## src/rtl/bip_pkg.sv

```systemverilog
// Shared encodings for the BIPI control unit:
// opcodes, FSM states, mux selects and field positions.
package bip_pkg;

  localparam int PC_W    = 11;
  localparam int OPC_W   = 5;
  localparam int OPR_W   = 11;
  localparam int INSTR_W = 16;
  localparam int CYC_W   = 32;

  localparam int OPC_LSB = 11;
  localparam int OPR_LSB = 0;

  localparam logic [OPC_W-1:0] OP_HLT  = 5'd0;
  localparam logic [OPC_W-1:0] OP_STO  = 5'd1;
  localparam logic [OPC_W-1:0] OP_LD   = 5'd2;
  localparam logic [OPC_W-1:0] OP_LDI  = 5'd3;
  localparam logic [OPC_W-1:0] OP_ADD  = 5'd4;
  localparam logic [OPC_W-1:0] OP_ADDI = 5'd5;
  localparam logic [OPC_W-1:0] OP_SUB  = 5'd6;
  localparam logic [OPC_W-1:0] OP_SUBI = 5'd7;

  localparam logic [1:0] SELA_MEM = 2'd0;
  localparam logic [1:0] SELA_IMM = 2'd1;
  localparam logic [1:0] SELA_ALU = 2'd2;

  localparam logic SELB_MEM = 1'b0;
  localparam logic SELB_IMM = 1'b1;

  typedef enum logic [2:0] {
    ST_FETCH,
    ST_LOAD_IR,
    ST_OPERAND,
    ST_EXEC,
    ST_HALT
  } state_t;

  typedef struct packed {
    logic [1:0] sel_a;
    logic       sel_b;
    logic       wr_acc;
    logic       wr_ram;
    logic       rd_ram;
    logic       is_halt;
  } dec_t;

endpackage

```

## src/rtl/bip_instruction_decoder.sv

```systemverilog
// Combinational opcode decode into mux selects,
// strobe enables and the halt flag.
module bip_instruction_decoder
  import bip_pkg::*;
#(
  parameter int OPCODE_LENGTH = OPC_W
) (
  input  logic [OPCODE_LENGTH-1:0] i_opcode,
  output dec_t                     o_dec
);

  logic [OPC_W-1:0] w_op;

  assign w_op = OPC_W'(i_opcode);

  always_comb begin
    o_dec = '0;
    unique case (1'b1)
      (w_op == OP_HLT): begin
        o_dec.is_halt = 1'b1;
      end
      (w_op == OP_STO): begin
        o_dec.wr_ram = 1'b1;
      end
      (w_op == OP_LD): begin
        o_dec.sel_a  = SELA_MEM;
        o_dec.wr_acc = 1'b1;
        o_dec.rd_ram = 1'b1;
      end
      (w_op == OP_LDI): begin
        o_dec.sel_a  = SELA_IMM;
        o_dec.wr_acc = 1'b1;
      end
      (w_op == OP_ADD) || (w_op == OP_SUB): begin
        o_dec.sel_a  = SELA_ALU;
        o_dec.sel_b  = SELB_MEM;
        o_dec.wr_acc = 1'b1;
        o_dec.rd_ram = 1'b1;
      end
      (w_op == OP_ADDI) || (w_op == OP_SUBI): begin
        o_dec.sel_a  = SELA_ALU;
        o_dec.sel_b  = SELB_IMM;
        o_dec.wr_acc = 1'b1;
      end
      default: begin
        o_dec = '0;
      end
    endcase
  end

endmodule

```

## src/rtl/bip_control_unit.sv

```systemverilog
// BIPI multi-cycle control unit: PC, IR, cycle counter
// and the FETCH/LOAD_IR/OPERAND/EXEC/HALT sequencer.
module bip_control_unit
  import bip_pkg::*;
#(
  parameter int PC_LENGTH       = PC_W,
  parameter int OPCODE_LENGTH   = OPC_W,
  parameter int OPERANDO_LENGTH = OPR_W,
  parameter int INSTR_LENGTH    = INSTR_W,
  parameter int CYCLES_LENGTH   = CYC_W
) (
  input  logic                       i_clock,
  input  logic                       i_reset,
  input  logic                       i_enable,
  input  logic [INSTR_LENGTH-1:0]    i_instruction,
  output logic [PC_LENGTH-1:0]       o_pc_addr,
  output logic [OPCODE_LENGTH-1:0]   o_opcode,
  output logic [OPERANDO_LENGTH-1:0] o_operando,
  output logic [1:0]                 o_selA,
  output logic                       o_selB,
  output logic                       o_wrACC,
  output logic                       o_wrRAM,
  output logic                       o_rdRAM,
  output logic                       o_halt,
  output logic [CYCLES_LENGTH-1:0]   o_cycles
);

  state_t                     r_state;
  state_t                     w_next;
  logic [PC_LENGTH-1:0]       r_pc;
  logic [INSTR_LENGTH-1:0]    r_ir;
  logic [CYCLES_LENGTH-1:0]   r_cycles;
  logic [OPCODE_LENGTH-1:0]   w_opcode;
  dec_t                       w_dec;
  logic                       w_in_op;
  logic                       w_in_ex;
  logic                       w_go;

  assign w_opcode = r_ir[OPC_LSB +: OPCODE_LENGTH];
  assign w_in_op  = (r_state == ST_OPERAND);
  assign w_in_ex  = (r_state == ST_EXEC);
  // A reset cycle never lets a strobe through to memory or ACC.
  assign w_go     = i_enable & ~i_reset;

  bip_instruction_decoder #(
    .OPCODE_LENGTH (OPCODE_LENGTH)
  ) u_dec (
    .i_opcode (w_opcode),
    .o_dec    (w_dec)
  );

  always_ff @(posedge i_clock) begin
    if (i_reset) begin
      r_state <= ST_FETCH;
    end else if (i_enable) begin
      r_state <= w_next;
    end
  end

  always_comb begin
    w_next  = r_state;
    o_selA  = SELA_MEM;
    o_selB  = SELB_MEM;
    o_wrACC = 1'b0;
    o_wrRAM = 1'b0;
    o_rdRAM = 1'b0;
    unique case (r_state)
      ST_FETCH: begin
        w_next = ST_LOAD_IR;
      end
      ST_LOAD_IR: begin
        w_next = ST_OPERAND;
      end
      ST_OPERAND: begin
        w_next  = w_dec.is_halt ? ST_HALT : ST_EXEC;
        o_selA  = w_dec.sel_a;
        o_selB  = w_dec.sel_b;
        o_rdRAM = w_go & w_dec.rd_ram;
      end
      ST_EXEC: begin
        w_next  = ST_FETCH;
        o_selA  = w_dec.sel_a;
        o_selB  = w_dec.sel_b;
        o_wrACC = w_go & w_dec.wr_acc;
        o_wrRAM = w_go & w_dec.wr_ram;
      end
      ST_HALT: begin
        w_next = ST_HALT;
      end
      default: begin
        w_next = ST_FETCH;
      end
    endcase
  end

  always_ff @(posedge i_clock) begin
    if (i_reset) begin
      r_pc     <= '0;
      r_ir     <= '0;
      r_cycles <= '0;
    end else if (i_enable) begin
      if (r_state == ST_LOAD_IR) begin
        r_ir <= i_instruction;
      end
      if (w_in_ex) begin
        r_pc <= r_pc + PC_LENGTH'(1);
      end
      if (r_state != ST_HALT) begin
        r_cycles <= r_cycles + CYCLES_LENGTH'(1);
      end
    end
  end

  assign o_pc_addr  = r_pc;
  assign o_opcode   = w_opcode;
  assign o_operando = r_ir[OPR_LSB +: OPERANDO_LENGTH];
  assign o_halt     = (r_state == ST_HALT);
  assign o_cycles   = r_cycles;

endmodule

```

## config.mk

```make
export PLATFORM = sky130hd
export DESIGN_NAME = bip_control_unit
export DESIGN_NICKNAME = d
export VERILOG_FILES = /design/src/rtl/bip_pkg.sv /design/src/rtl/bip_instruction_decoder.sv /design/src/rtl/bip_control_unit.sv
export SDC_FILE = /design/constraint.sdc
export NUM_CORES = 1
export LEC_CHECK = 0
export CAP_MARGIN = 5
export CORE_ASPECT_RATIO = 0.6
export CORE_MARGIN = 2
export CORE_UTILIZATION = 31
export DETAILED_ROUTE_END_ITERATION = 8
export PLACE_DENSITY_LB_ADDON = 0.08
export SKIP_LAST_GASP = 1
export SLEW_MARGIN = 20
export SYNTH_ARGS = -nofsm -noshare
export SYNTH_HDL_FRONTEND = slang
export SYNTH_SLANG_ARGS = --single-unit
```

## constraint.sdc

```tcl
create_clock -name i_clock -period 3 [get_ports i_clock]
set_input_delay 0.9 -clock i_clock [delete_from_list [all_inputs] [get_ports i_clock]]
set_output_delay 0.9 -clock i_clock [all_outputs]
set_load 0.01 [all_outputs]
```

==> impl_metrics.env <==
export IMPL_gr_usage_met2_pct=22.2
export IMPL_critical_path_top_delay_family="buffers and inverters"
export IMPL_grt_max_degree=37
export IMPL_netSwitchingFraction_pct=22.0
export IMPL_num_vias=2498
export IMPL_drv_cap=0
export IMPL_powerDensity_mw_per_mm2=497
export IMPL_final_util_pct=47.6
export IMPL_dp_worst_setup_slack_ns=-0.640
export IMPL_grt_pass1_vias=2400
export IMPL_die_x_um=125
export IMPL_nets=442
export IMPL_clk_latency_ns=0.32
export IMPL_grt_pass1_wl_mm=12.3
export IMPL_place_congestion=0.778
export IMPL_area_growth_pct=49.2
export IMPL_crit_path_start_kind="primary input"
export IMPL_vias_per_cell=4.64
export IMPL_dp_hpwl_mm=5.30
export IMPL_yosysUniqueCellTypes=38
export IMPL_crit_chain="dlygate4sd2_1 -> buf_4 -> and4b_1 -> nor4bb_2 -> buf_2"
export IMPL_htree_levels=3
export IMPL_skew_ns=0.00488
export IMPL_drt_pass1_iterations=4
export IMPL_p_int_mw=1.57
export IMPL_peakVddDrop_uv=271
export IMPL_routed_wl_mm=7.34
export IMPL_combPwrFrac_pct=6.5
export IMPL_p_seq_share_pct=42.4
export IMPL_critPathBufInv=3
export IMPL_crit_fanout=4
export IMPL_final_common_cell="clkdlybuf4s50_1"
export IMPL_post_route_drc_count=0
export IMPL_syn_area_per_cell_um2=8.30
export IMPL_critPathArrivalTime_ns=1.98
export IMPL_required_ns=2.10
export IMPL_cts_inserted_buffers=9
export IMPL_hold_violations=0
export IMPL_drtAntennaViolNets=0
export IMPL_setup_slack_ns=0.118
export IMPL_fmax_ghz=0.347
export IMPL_initial_core_util_pct=31.9
export IMPL_p_switching_mw=0.442
export IMPL_grt_use_met3_pct=6.74
export IMPL_clockRootBuffer="clkbuf_16"
export IMPL_grt_most_used_layer="met1"
export IMPL_clockPowerShare_pct=51.2
export IMPL_endpoint_kind="primary output"
export IMPL_io_pins=85
export IMPL_rows=26
export IMPL_cts_path_max_buffers=2
export IMPL_overflow=0
export IMPL_max_slew_worst_pin_slew_ns=0.624
export IMPL_min_path_type="flip-flop to flip-flop"
export IMPL_drive_gt1_share_pct=10.1
export IMPL_worstSetupPathType="primary input to primary output"
export IMPL_slew_violations=0
export IMPL_drt_iter0_drc=184
export IMPL_fin_crit_sh_pct=96.1
export IMPL_clkTransAtPathRegs_ns=0.05
export IMPL_final_cell_mix="clkdlybuf4s50_1 (79), dfxtp_1 (62), nand2_1 (51)"
export IMPL_period_needed_ns=2.88
export IMPL_port_buffer_count=84
export IMPL_antenna_found_initial=0
export IMPL_syn_inst=326
export IMPL_cts_sinks=62
export IMPL_coreArea_mm2=0.00849
export IMPL_outcome="finished, final reports clean"
export IMPL_wl_per_cell_um=13.6
export IMPL_ys_warn_count=0
export IMPL_cp_slowest_cell="dlygate4sd2_1"
export IMPL_syn_nets=347
export IMPL_grt_setup_unrepaired="no"
export IMPL_maxSlewHeadroom_pct=58.4
export IMPL_power_leakage_nw=1.43
export IMPL_setup_violations=0
export IMPL_cp_slowest_stage_delay_ns=0.26
export IMPL_grt_use_total_pct=16.1
export IMPL_fp_dieH_um=76.4
export IMPL_syn_cell_area_mm2=0.00271
export IMPL_dieArea_mm2=0.00952
export IMPL_cts_tree="yes"
export IMPL_num_antenna_cells=0
export IMPL_synth_seq_cells=62
export IMPL_yosysSeqAreaShare_pct=45.9
export IMPL_met1_usage_pct=23.2
-- worst register-to-register path, delay by kind of cell (launching register included) --
kind,cells,cell delay [ns]
compound gates,1,0.16
flops,1,0.41
simple gates,4,1.45
-- cell type report --
type	instances	area [µm²]
clock buffer	10	239
clock inverter	6	61.3
fill	833	4450
inverter	6	25.0
multi-input combinational	244	1410
sequential	62	1240
tap	112	140
timing repair buffer	98	925
-- sequential cells by signal (all words and copies together) (netlist names) --
name / flops
o_pc_addr: 11
o_cycles: 32
r_ir: 16
r_state: 3
-- path summary, 6_finish.rpt --
path                                          startpoint  depth (start not counted)                         to  slack (ns)
worst min-delay path                r_ir[2]$_SDFFE_PP0P_                          2       r_ir[2]$_SDFFE_PP0P_        0.46
worst min register to register      r_ir[2]$_SDFFE_PP0P_                          2       r_ir[2]$_SDFFE_PP0P_        0.46
worst max register to register  o_cycles[2]$_SDFFE_PP0P_                          5  o_cycles[29]$_SDFFE_PP0P_        0.92
worst max-delay path                            i_enable                          5                    o_wrRAM        0.12
-- power groups by stage --
stage | clock (mW) | combinational (mW) | sequential (mW)
after floorplan | 0 | 0.0549 | 0.872
after global placement | 0 | 0.129 | 0.867
after detailed placement | 0 | 0.129 | 0.868
after CTS | 1.06 | 0.131 | 0.850
after global routing | 1.10 | 0.142 | 0.853
final | 1.03 | 0.130 | 0.851
-- per-stage QoR --
stage                     cell area (µm²)  total power, mW  hold slack (ns)  setup TNS [ns]  instances
final                                4040             2.01            0.455               0        538
after global routing                 4040             2.09            0.476               0        538
after CTS                            4040             2.05            0.457               0        538
after detailed placement             3730            0.997            0.449           -1.71        521
after global placement               3730            0.996            0.441           -1.44        521
after floorplan                      2710            0.927            0.477               0        326
-- routing by layer --
metal | part of all wire (%) | wire length (µm)
met1 | 53 | 3880
met2 | 40 | 2920
met3 | 7.0 | 517
met4 | 0.33 | 24
met5 | 0 | 0
-- timing repair --
item / in CTS / in global routing
hold buffers: 0 / 0
buffers inserted: 1 / 0
endpoints found under the setup margin: 3 / 0
gates resized for setup: 17 / 0
hold endpoints to repair: 0 / 0
-- cells in the mapped netlist, drive strengths merged --
cell	n	share of area, %
dfxtp	62	46
or2	1	0.23
a21oi	25	4.6
inv	6	0.92
or3b	2	0.74
and2b	1	0.28
nor4	3	1.2
ha	2	0.92
nand3b	1	0.28
nor3	5	0.92
nand2b	2	0.46
or2b	1	0.28
nand4	17	4.2
mux2i	1	0.37
nor4bb	1	0.37
nand3	15	2.8
and3	4	0.92
a211oi	1	0.28
clkbuf	13	1.8
or4bb	1	0.42
xnor2	10	3.2
buf	1	0.18
nor2	48	6.8
and4b	1	0.37
nor4b	1	0.32
nor2b	2	0.46
and2	2	0.46
or3	7	1.6
a2bb2oi	2	0.65
xor2	25	8.1
o21ai	7	1.3
and4	5	1.6
nand2	51	7.1
-- kinds of logic after synthesis --
group,synth area share (%)
xor+xnor,11.3
buf+inv,2.91
fa+ha+maj,0.924
compound gates,6.84
flops,45.9
mux,0.370
simple gates,31.8
No activity file was read; power rests on OpenSTA's default activity.
